`src/rtl/serial_adder.sv`:
```
// Bit-serial ripple adder: {cout,sum} = a + b + cin, one bit per clock, LSB first.
// One full-adder cell with a registered carry is reused over WIDTH RUN cycles.
//
// Ports:
//   clk, rst      rising-edge clock, synchronous active-high reset
//   start         request, sampled only while idle
//   a, b, cin     operands, latched when start is accepted
//   sum, cout     registered result, held until the next accepted start
//   ovf           signed overflow (only with SERIAL_ADDER_OVF_EN defined)
//   busy          high while running and during the done cycle
//   done          one-cycle pulse when sum/cout are final
//
// Optional feature macro: SERIAL_ADDER_OVF_EN adds the ovf output.
module serial_adder #(
    parameter int WIDTH = 8
) (
    input  logic             clk,
    input  logic             rst,
    input  logic             start,
    input  logic [WIDTH-1:0] a,
    input  logic [WIDTH-1:0] b,
    input  logic             cin,
    output logic [WIDTH-1:0] sum,
    output logic             cout,
`ifdef SERIAL_ADDER_OVF_EN
    output logic             ovf,
`endif
    output logic             busy,
    output logic             done
);

    localparam int CW = (WIDTH > 1) ? $clog2(WIDTH) : 1;
    localparam logic [CW-1:0] LAST = CW'(WIDTH - 1);

    typedef enum logic [1:0] {
        S_IDLE,
        S_RUN,
        S_DONE
    } state_e;

    state_e           state_q, state_d;
    logic [WIDTH-1:0] sa_q, sa_d;
    logic [WIDTH-1:0] sb_q, sb_d;
    logic [WIDTH-1:0] res_q, res_d;
    logic [WIDTH-1:0] sum_q, sum_d;
    logic [CW-1:0]    cnt_q, cnt_d;
    logic             carry_q, carry_d;
    logic             cout_q, cout_d;
    logic             bit_s;
    logic             carry_n;
    logic             last_s;
`ifdef SERIAL_ADDER_OVF_EN
    logic             ovf_q, ovf_d;
`endif

    // Single full-adder cell on the current LSBs.
    assign bit_s   = sa_q[0] ^ sb_q[0] ^ carry_q;
    assign carry_n = (sa_q[0] & sb_q[0]) | (sa_q[0] & carry_q)
                   | (sb_q[0] & carry_q);
    assign last_s  = (cnt_q == LAST);

    // State register
    always_ff @(posedge clk) begin
        if (rst) begin
            state_q <= S_IDLE;
        end else begin
            state_q <= state_d;
        end
    end

    // Next-state logic
    always_comb begin
        state_d = state_q;
        unique case (state_q)
            S_IDLE:  if (start) state_d = S_RUN;
            S_RUN:   if (last_s) state_d = S_DONE;
            S_DONE:  state_d = S_IDLE;
            default: state_d = S_IDLE;
        endcase
    end

    // Outputs decoded from state
    always_comb begin
        busy = 1'b0;
        done = 1'b0;
        unique case (state_q)
            S_IDLE:  ;
            S_RUN:   busy = 1'b1;
            S_DONE: begin
                busy = 1'b1;
                done = 1'b1;
            end
            default: ;
        endcase
    end

    // Datapath next-state
    always_comb begin
        sa_d    = sa_q;
        sb_d    = sb_q;
        res_d   = res_q;
        sum_d   = sum_q;
        cnt_d   = cnt_q;
        carry_d = carry_q;
        cout_d  = cout_q;
`ifdef SERIAL_ADDER_OVF_EN
        ovf_d   = ovf_q;
`endif
        unique case (state_q)
            S_IDLE: begin
                if (start) begin
                    sa_d    = a;
                    sb_d    = b;
                    carry_d = cin;
                    cnt_d   = '0;
                end
            end
            S_RUN: begin
                sa_d    = sa_q >> 1;
                sb_d    = sb_q >> 1;
                res_d   = {bit_s, res_q[WIDTH-1:1]};
                carry_d = carry_n;
                cnt_d   = cnt_q + CW'(1);
                if (last_s) begin
                    // res_d already holds the completed word here.
                    sum_d  = {bit_s, res_q[WIDTH-1:1]};
                    cout_d = carry_n;
`ifdef SERIAL_ADDER_OVF_EN
                    // carry_q is the carry into the MSB cell.
                    ovf_d  = carry_q ^ carry_n;
`endif
                end
            end
            S_DONE:  ;
            default: ;
        endcase
    end

    // Datapath registers
    always_ff @(posedge clk) begin
        if (rst) begin
            sa_q    <= '0;
            sb_q    <= '0;
            res_q   <= '0;
            sum_q   <= '0;
            cnt_q   <= '0;
            carry_q <= 1'b0;
            cout_q  <= 1'b0;
`ifdef SERIAL_ADDER_OVF_EN
            ovf_q   <= 1'b0;
`endif
        end else begin
            sa_q    <= sa_d;
            sb_q    <= sb_d;
            res_q   <= res_d;
            sum_q   <= sum_d;
            cnt_q   <= cnt_d;
            carry_q <= carry_d;
            cout_q  <= cout_d;
`ifdef SERIAL_ADDER_OVF_EN
            ovf_q   <= ovf_d;
`endif
        end
    end

    assign sum  = sum_q;
    assign cout = cout_q;
`ifdef SERIAL_ADDER_OVF_EN
    assign ovf  = ovf_q;
`endif

endmodule

```
`config.mk`:
```
export PLATFORM = sky130hd
export DESIGN_NAME = serial_adder
export DESIGN_NICKNAME = d
export VERILOG_FILES = /design/src/rtl/serial_adder.sv
export SDC_FILE = /design/constraint.sdc
export NUM_CORES = 1
export LEC_CHECK = 0
export CELL_PAD_IN_SITES_DETAIL_PLACEMENT = 1
export CELL_PAD_IN_SITES_GLOBAL_PLACEMENT = 1
export CORE_ASPECT_RATIO = 0.8
export CORE_UTILIZATION = 35
export CTS_BUF_LIST = sky130_fd_sc_hd__clkbuf_16
export CTS_CLUSTER_SIZE = 8
export DETAILED_ROUTE_END_ITERATION = 10
export MAX_ROUTING_LAYER = met4
export PLACE_DENSITY_LB_ADDON = 0.1
export SLEW_MARGIN = 0
export SYNTH_ARGS = -nofsm -noshare
export SYNTH_HDL_FRONTEND = slang
export SYNTH_SLANG_ARGS = --single-unit
```
`constraint.sdc`:
```
create_clock -name clk -period 1.6 [get_ports clk]
set_input_delay 0.4 -clock clk [delete_from_list [all_inputs] [get_ports clk]]
set_output_delay 0.4 -clock clk [all_outputs]
set_load 0.05 [all_outputs]
```
==> results.py, run 1 <==
metrics = {
    "global_routing": {
        "grt_pass1_vias": 1393,
        "grtUsageTotal": 0.179,
        "grt_pass1_wl_um": 6780,
        "grt_max_degree": 39,
        "grt_antenna_before_repair": 0,
        "grt_remaining_overflow": 0,
    },
    "yosys": {
        "synth-async-reset-ratio": 0,
        "yosysTopAreaCell": "dfxtp_1",
        "synth_area_leaders": "dfxtp_1, mux2i_1, a211oi_2",
        "synthCells": 169,
        "synth_top_area_share": 0.443,
        "synth_flop_cell": "dfxtp_1",
        "synth_most_common_cell": "dfxtp_1",
        "synth_nets": 195,
        "synth_seq_cells": 38,
        "ys_types": 23,
        "syn_avg_cell_area_um2": 10.2,
        "synth_edf_count": 0,
        "yosysWarnings": 0,
        "yosysSeqAreaShare": 0.443,
        "synthTopCellsByCount": "dfxtp_1, mux2i_1, nor2_1, a211oi_2, a21oi_1",
        "synth_area_um2": 1720,
    },
    "sta": {
        "fin_tns_setup_ns": 0,
        "period_share": 0.963,
        "finClkSkew_ns": 0.00275,
        "maxSlewHeadroom": 0.821,
        "setup_ws_ns": 0.0597,
        "finalHoldViolCount": 0,
        "setup_viol": 0,
        "fin_crit_ns": 1.54,
        "rsz0062_at_grt": "false",
        "finalMaxSlewViolations": 0,
        "max_slew.worst_pin.slew_ns": 0.268,
        "fmax_mhz": 649,
    },
    "route": {
        "viasPerCell": 5.08,
        "drt_wl_total_um": 4000,
        "drc_errors": 0,
        "wl_per_cell_um": 15.3,
        "drt_iter0_markers": 50,
        "dr_wl_met3_um": 105,
        "drt-met1-wl_um": 1970,
        "antenna_left": 0,
        "dr.max_layer_used": "met4",
        "vias": 1325,
        "wl_met2_um": 1910,
        "dr.pass1.iters": 4,
    },
    "final_layout": {
        "final_cells": 261,
        "areaGrowthSynthToFinish_pct": 37.1,
        "nFillCells": 506,
        "drive_above_1_share": 0.239,
        "diodes": 0,
        "fin_nets": 226,
    },
    "setup_path": {
        "r2r-end": "cnt_q[1]$_SDFFE_PP0P_",
        "r2r_start": "state_q[1]$_SDFFE_PP0P_",
        "crit_chain": "inv_1 -> ha_2 -> buf_12 -> mux2i_1 -> buf_4 -> a32oi_1 -> nor2_1",
        "ff2ff_setup_slack_ns": 0.06,
        "endpoint": "cnt_q[1]$_SDFFE_PP0P_",
        "slowest_delay_ns": 0.33,
        "cp_max_fo": 27,
        "crit_type": "flop to flop",
        "r2r_cells": 7,
        "required_ns": 1.76,
        "critPathSlowestCell": "dfxtp_2",
        "cp-end-kind": "flop",
        "start_kind": "flop",
        "cp-startpoint": "state_q[1]$_SDFFE_PP0P_",
        "cp.arrival_ns": 1.70,
    },
    "place": {
        "port_buffers": 30,
        "pre_cts_ws_ns": -0.159,
        "dp_cells": 252,
        "gp_congestion": 0.711,
        "dp_hpwl_um": 2590,
    },
    "floorplanning": {
        "start_util": 0.369,
        "io_pins": 31,
        "fp.dieArea_um2": 5190,
        "fp.dieH_um": 64.6,
        "die_w_um": 80.3,
        "core_um2": 4650,
        "row_count": 22,
    },
    "run_status": {
        "outcome": "complete, no violations",
    },
    "clock_network": {
        "path_clk_slew_ns": 0.06,
        "htreeDepth": 2,
        "postCtsSetupRepairBufs": 0,
        "clock_latency_ns": 0.27,
        "cts_root_buffer": "clkbuf_16",
        "cts_num_sinks": 38,
        "cts_hold_buf": 0,
        "numCtsBuffers": 5,
        "clockBufferDepth": 2,
        "cts_tree": "done",
    },
    "power": {
        "peakVddDrop_uv": 410,
        "power_per_cell_area_nw_per_um2": 1020,
        "power_w": 0.00240,
        "leakage_nw": 0.869,
    },
    "job": {
        "cap_violations": 0,
    },
    "hold_path": {
        "hold_class": "flop to flop",
    },
}
-- cell type report --
class                      count  area (um2)  share of cell area
sequential                    38         762               0.324
inverter                       3        11.3             0.00479
multi-input combinational    116         882               0.375
timing repair buffer          36         484               0.206
clock buffer                   5         125              0.0532
tap                           60        75.1              0.0319
clock inverter                 3        12.5             0.00532
-- placed cells by master (no fill, tap or decap), types with 2 or more instances in the layout --
| cell | synthesis | final |
|---|---|---|
| clkbuf_16 | 0 | 5 |
| nor2_1 | 21 | 21 |
| nand3_1 | 9 | 9 |
| dfxtp_1 | 38 | 37 |
| a32oi_1 | 2 | 2 |
| a21oi_1 | 14 | 14 |
| a211oi_2 | 15 | 15 |
| buf_12 | 0 | 13 |
| inv_1 | 3 | 3 |
| buf_4 | 1 | 3 |
| clkdlybuf4s50_1 | 0 | 19 |
| nand2_1 | 13 | 12 |
| ha_1 | 5 | 3 |
| mux2_4 | 1 | 2 |
| mux2i_1 | 23 | 23 |
| nor2_2 | 3 | 3 |
| nand3b_1 | 3 | 3 |
-- worst min-delay path by stage --
| stage | slack (ns) | endpoint | cells after the start | start |
|---|---|---|---|---|
| after floorplan | 0.43 | sb_q[7]$_SDFFE_PP0P_ | 2 | sb_q[7]$_SDFFE_PP0P_ |
| after global placement | 0.44 | sb_q[7]$_SDFFE_PP0P_ | 2 | sb_q[7]$_SDFFE_PP0P_ |
| after detailed placement | 0.46 | sa_q[7]$_SDFFE_PP0P_ | 2 | sa_q[7]$_SDFFE_PP0P_ |
| after CTS | 0.47 | sa_q[7]$_SDFFE_PP0P_ | 2 | sa_q[7]$_SDFFE_PP0P_ |
| after global routing | 0.50 | sum[0]$_SDFFE_PP0P_ | 2 | res_q[1]$_SDFFE_PP0P_ |
| final | 0.46 | sa_q[7]$_SDFFE_PP0P_ | 2 | sa_q[7]$_SDFFE_PP0P_ |
-- kinds of logic after synthesis --
kind of cell	count (synthesis)	share of synthesized area
AO/OA/AOI/OAI	32	0.165
AND/OR/NAND/NOR	53	0.139
buffers and inverters	16	0.0613
flip-flops	38	0.443
adder cells (fa/ha/maj)	6	0.0481
multiplexers	24	0.143
-- report_power, final --
| group | switching, W | internal [W] | leakage (nW) |
|---|---|---|---|
| logic | 0.000226 | 0.000209 | 0.486 |
| registers | 0.0000370 | 0.00100 | 0.311 |
| clock network | 0.000362 | 0.000563 | 0.0724 |
-- metal layers --
| layer | vias up | track usage |
|---|---|---|
| met5 | - | - |
| met3 | 2 | 0.0507 |
| met1 | 652 | 0.221 |
| li1 | 654 | - |
| met4 | 0 | 0.0536 |
| met2 | 17 | 0.286 |
-- metrics by stage --
| step | hold slack (ns) | util | instance area, um2 |
|---|---|---|---|
| after global routing | 0.496 | 0.506 | 2350 |
| after detailed placement | 0.457 | 0.469 | 2180 |
| after global placement | 0.443 | 0.469 | 2180 |
| after CTS | 0.465 | 0.504 | 2350 |
| final | 0.465 | 0.506 | 2350 |
| after floorplan | 0.432 | - | 1720 |
-- registers in the layout, indices dropped and copies added (netlist names) --
signal and flops:
carry_q 1, cnt_q 3, cout 1, res_q 7, sa_q 8, sb_q 8
state_q 2, sum 8
-- repair_timing --
item | CTS | global route
pin swaps | 0 | 0
resized for setup | 3 | 3
endpoints found under the setup margin | 12 | 12
gates cloned | 1 | 0
-- critical path: cells and delay by family, from the launching register on --
family | cells | cell delay, ns
flip-flops | 1 | 0.33
AND/OR/NAND/NOR | 1 | 0.05
buffers and inverters | 3 | 0.48
AO/OA/AOI/OAI | 1 | 0.18
adder cells (fa/ha/maj) | 1 | 0.29
multiplexers | 1 | 0.09
Power figures use the tool's default switching activity.
==> run 2: changes to the inputs <==
- CTS_CLUSTER_SIZE: 8 -> unset
==> results of run 2 <==
Final layout, timing and power as in run 1 (identical DEF).
==> run 3: changes to the inputs <==
- CORE_MARGIN: unset -> 5
- CTS_BUF_LIST: sky130_fd_sc_hd__clkbuf_16 -> sky130_fd_sc_hd__clkbuf_2
- GPL_TIMING_DRIVEN: unset -> 0
==> run 3 against run 2 <==
The run now ends with setup timing left. Global-route usage decreased by 3.1 points. Combinational power up 19%. Wire length up 5.3%. Critical path depth decreased by 4. Final cell count rose by 3.4%. Clock skew increased by 0.015 ns. Worst setup slack worse by 0.093 ns. Flip-flop and latch count unchanged. Design area shrank 2.7%. Critical endpoint is now busy. Critical path type is now flop to primary output. Sequential share of layout area rose by 0.94 points. Largest cell class unchanged.
==> results.py, run 3 (same netlist as run 1, synthesis figures left out) <==
metrics = {
    "sta": {
        "whs_ns": 0.298,
        "setup_ws_ns": -0.0335,
        "fmax_mhz": 612,
        "rsz0062_at_grt": "true",
        "finalHoldViolCount": 0,
        "finClkSkew_ns": 0.0178,
        "maxSlewHeadroom": 0.505,
        "max_slew.worst_pin.slew_ns": 0.742,
        "period_share": 1.02,
        "finalMaxSlewViolations": 0,
        "setup_viol": 1,
        "fin_crit_ns": 1.63,
    },
    "route": {
        "drt_wl_total_um": 4220,
        "dr.pass1.iters": 4,
        "wl_per_cell_um": 15.6,
        "viasPerCell": 4.98,
        "drc_errors": 0,
        "vias": 1345,
        "antenna_left": 0,
        "drt_iter0_markers": 31,
    },
    "global_routing": {
        "use_met1": 0.194,
        "grt_pass1_wl_um": 7040,
        "met2_usage": 0.227,
        "grt_antenna_before_repair": 0,
        "grt_remaining_overflow": 0,
        "globalRouteMet3Util": 0.0350,
        "grt_pass1_vias": 1462,
        "grtUsageTotal": 0.149,
        "grt_max_degree": 14,
        "grt-busiest-layer": "met2",
    },
    "setup_path": {
        "start_kind": "flop",
        "crit_chain": "inv_2 -> ha_4 -> buf_8",
        "slowest_delay_ns": 0.39,
        "required_ns": 1.20,
        "critPathSlowestCell": "dfxtp_2",
        "crit_type": "flop to primary output",
        "cp_max_fo": 3,
        "cp-end-kind": "primary output",
        "crit_buf_inv": 2,
        "cp.arrival_ns": 1.23,
        "path_delay_family": "flip-flops",
    },
    "clock_network": {
        "cts_tree": "done",
        "cts_num_sinks": 38,
        "clock_latency_ns": 0.41,
        "cts_hold_buf": 0,
        "cts_root_buffer": "clkbuf_2",
        "numCtsBuffers": 5,
        "clockBufferDepth": 2,
        "path_clk_slew_ns": 0.22,
        "htreeDepth": 2,
    },
    "final_layout": {
        "fin_nets": 235,
        "multi_input_area_um2": 932,
        "fin_area_um2": 2290,
        "nFillCells": 531,
        "drive_above_1_share": 0.329,
        "layout_commonest_cell": "dfxtp_1",
        "areaGrowthSynthToFinish_pct": 33.5,
        "fin_util": 0.489,
        "layout_common_cells": "dfxtp_1, mux2i_1, clkdlybuf4s50_1, a211oi_2, a21oi_1",
        "seqCellArea_um2": 763,
        "diodes": 0,
    },
    "floorplanning": {
        "core_um2": 4680,
        "io_pins": 31,
        "die_w_um": 88.3,
        "start_util": 0.367,
        "row_count": 22,
        "fp.dieArea_um2": 6410,
        "fp.dieH_um": 72.6,
    },
    "run_status": {
        "failed_checks": "setup timing",
        "outcome": "finished with violations",
    },
    "hold_path": {
        "hold_class": "primary input to flop",
    },
    "power": {
        "leakage_nw": 0.864,
        "peakVddDrop_uv": 536,
        "power_per_cell_area_nw_per_um2": 954,
    },
    "place": {
        "place_area_um2": 2080,
        "dp_hpwl_um": 2910,
        "gp_congestion": 0.785,
        "port_buffers": 29,
    },
    "job": {
        "cap_violations": 0,
    },
}
-- run 3: cell types whose count changed in the layout (fill, tap and decap cells not counted), sizes merged --
cell,delta
clkbuf,+6
buf,+5
clkinv,-2
clkinvlp,+2
bufinv,+1
clkdlybuf4s50,-1
inv,-1
mux2,-1
-- run 3: repair_timing --
item	4_1_cts	5_1_grt
cloned	0	2
endpoints found under the hold margin	0	0
setup buffers	1	1
endpoints found under the setup margin	17	32
resized for setup	48	44
pin swaps	0	1
-- run 3: report_power, final --
group / total (W) / switching, W / internal (W)
registers: 0.00105 / 0.0000475 / 0.00101
logic: 0.000518 / 0.000247 / 0.000270
clock network: 0.000613 / 0.000351 / 0.000262
total: 0.00218 / 0.000646 / 0.00154
-- run 3: metal layers --
layer,up-vias,share of wire
li1,670,-
met1,647,0.48
met2,21,0.47
met3,7,0.033
met4,0,0.016
met5,-,0
-- run 3: cell type report --
class,count,area share
flip-flops and latches,38,0.333
clock inverters,3,0.0197
plain buffers,13,0.0530
well taps,60,0.0328
multi-input cells,115,0.407
repair buffers,33,0.138
clock buffers,5,0.0109
inverters,3,0.00492
-- run 3: stage by stage --
| stage | setup WS [ns] | std cells | setup TNS (ns) | power (W) |
|---|---|---|---|---|
| after global routing | -0.105 | 270 | -0.553 | 0.00230 |
| final | -0.0335 | 270 | -0.0335 | 0.00218 |
| after floorplan | 0.195 | 169 | 0 | 0.00136 |
| after CTS | -0.128 | 267 | -0.128 | 0.00211 |
| after detailed placement | -0.298 | 258 | -1.58 | 0.00148 |
| after global placement | -0.263 | 258 | -1.14 | 0.00147 |
-- run 3: final timing paths --
path | from | endpoint | depth (start not counted) | slack (ns)
worst max-delay path | state_q[1]$_SDFFE_PP0P_ | busy | 3 | -0.03
worst min-delay path | rst | sb_q[3]$_SDFFE_PP0P_ | 2 | 0.30
worst max register to register | state_q[0]$_SDFFE_PP0P_ | sa_q[7]$_SDFFE_PP0P_ | 7 | 0.01
worst min register to register | sum[5]$_SDFFE_PP0P_ | sum[5]$_SDFFE_PP0P_ | 2 | 0.47
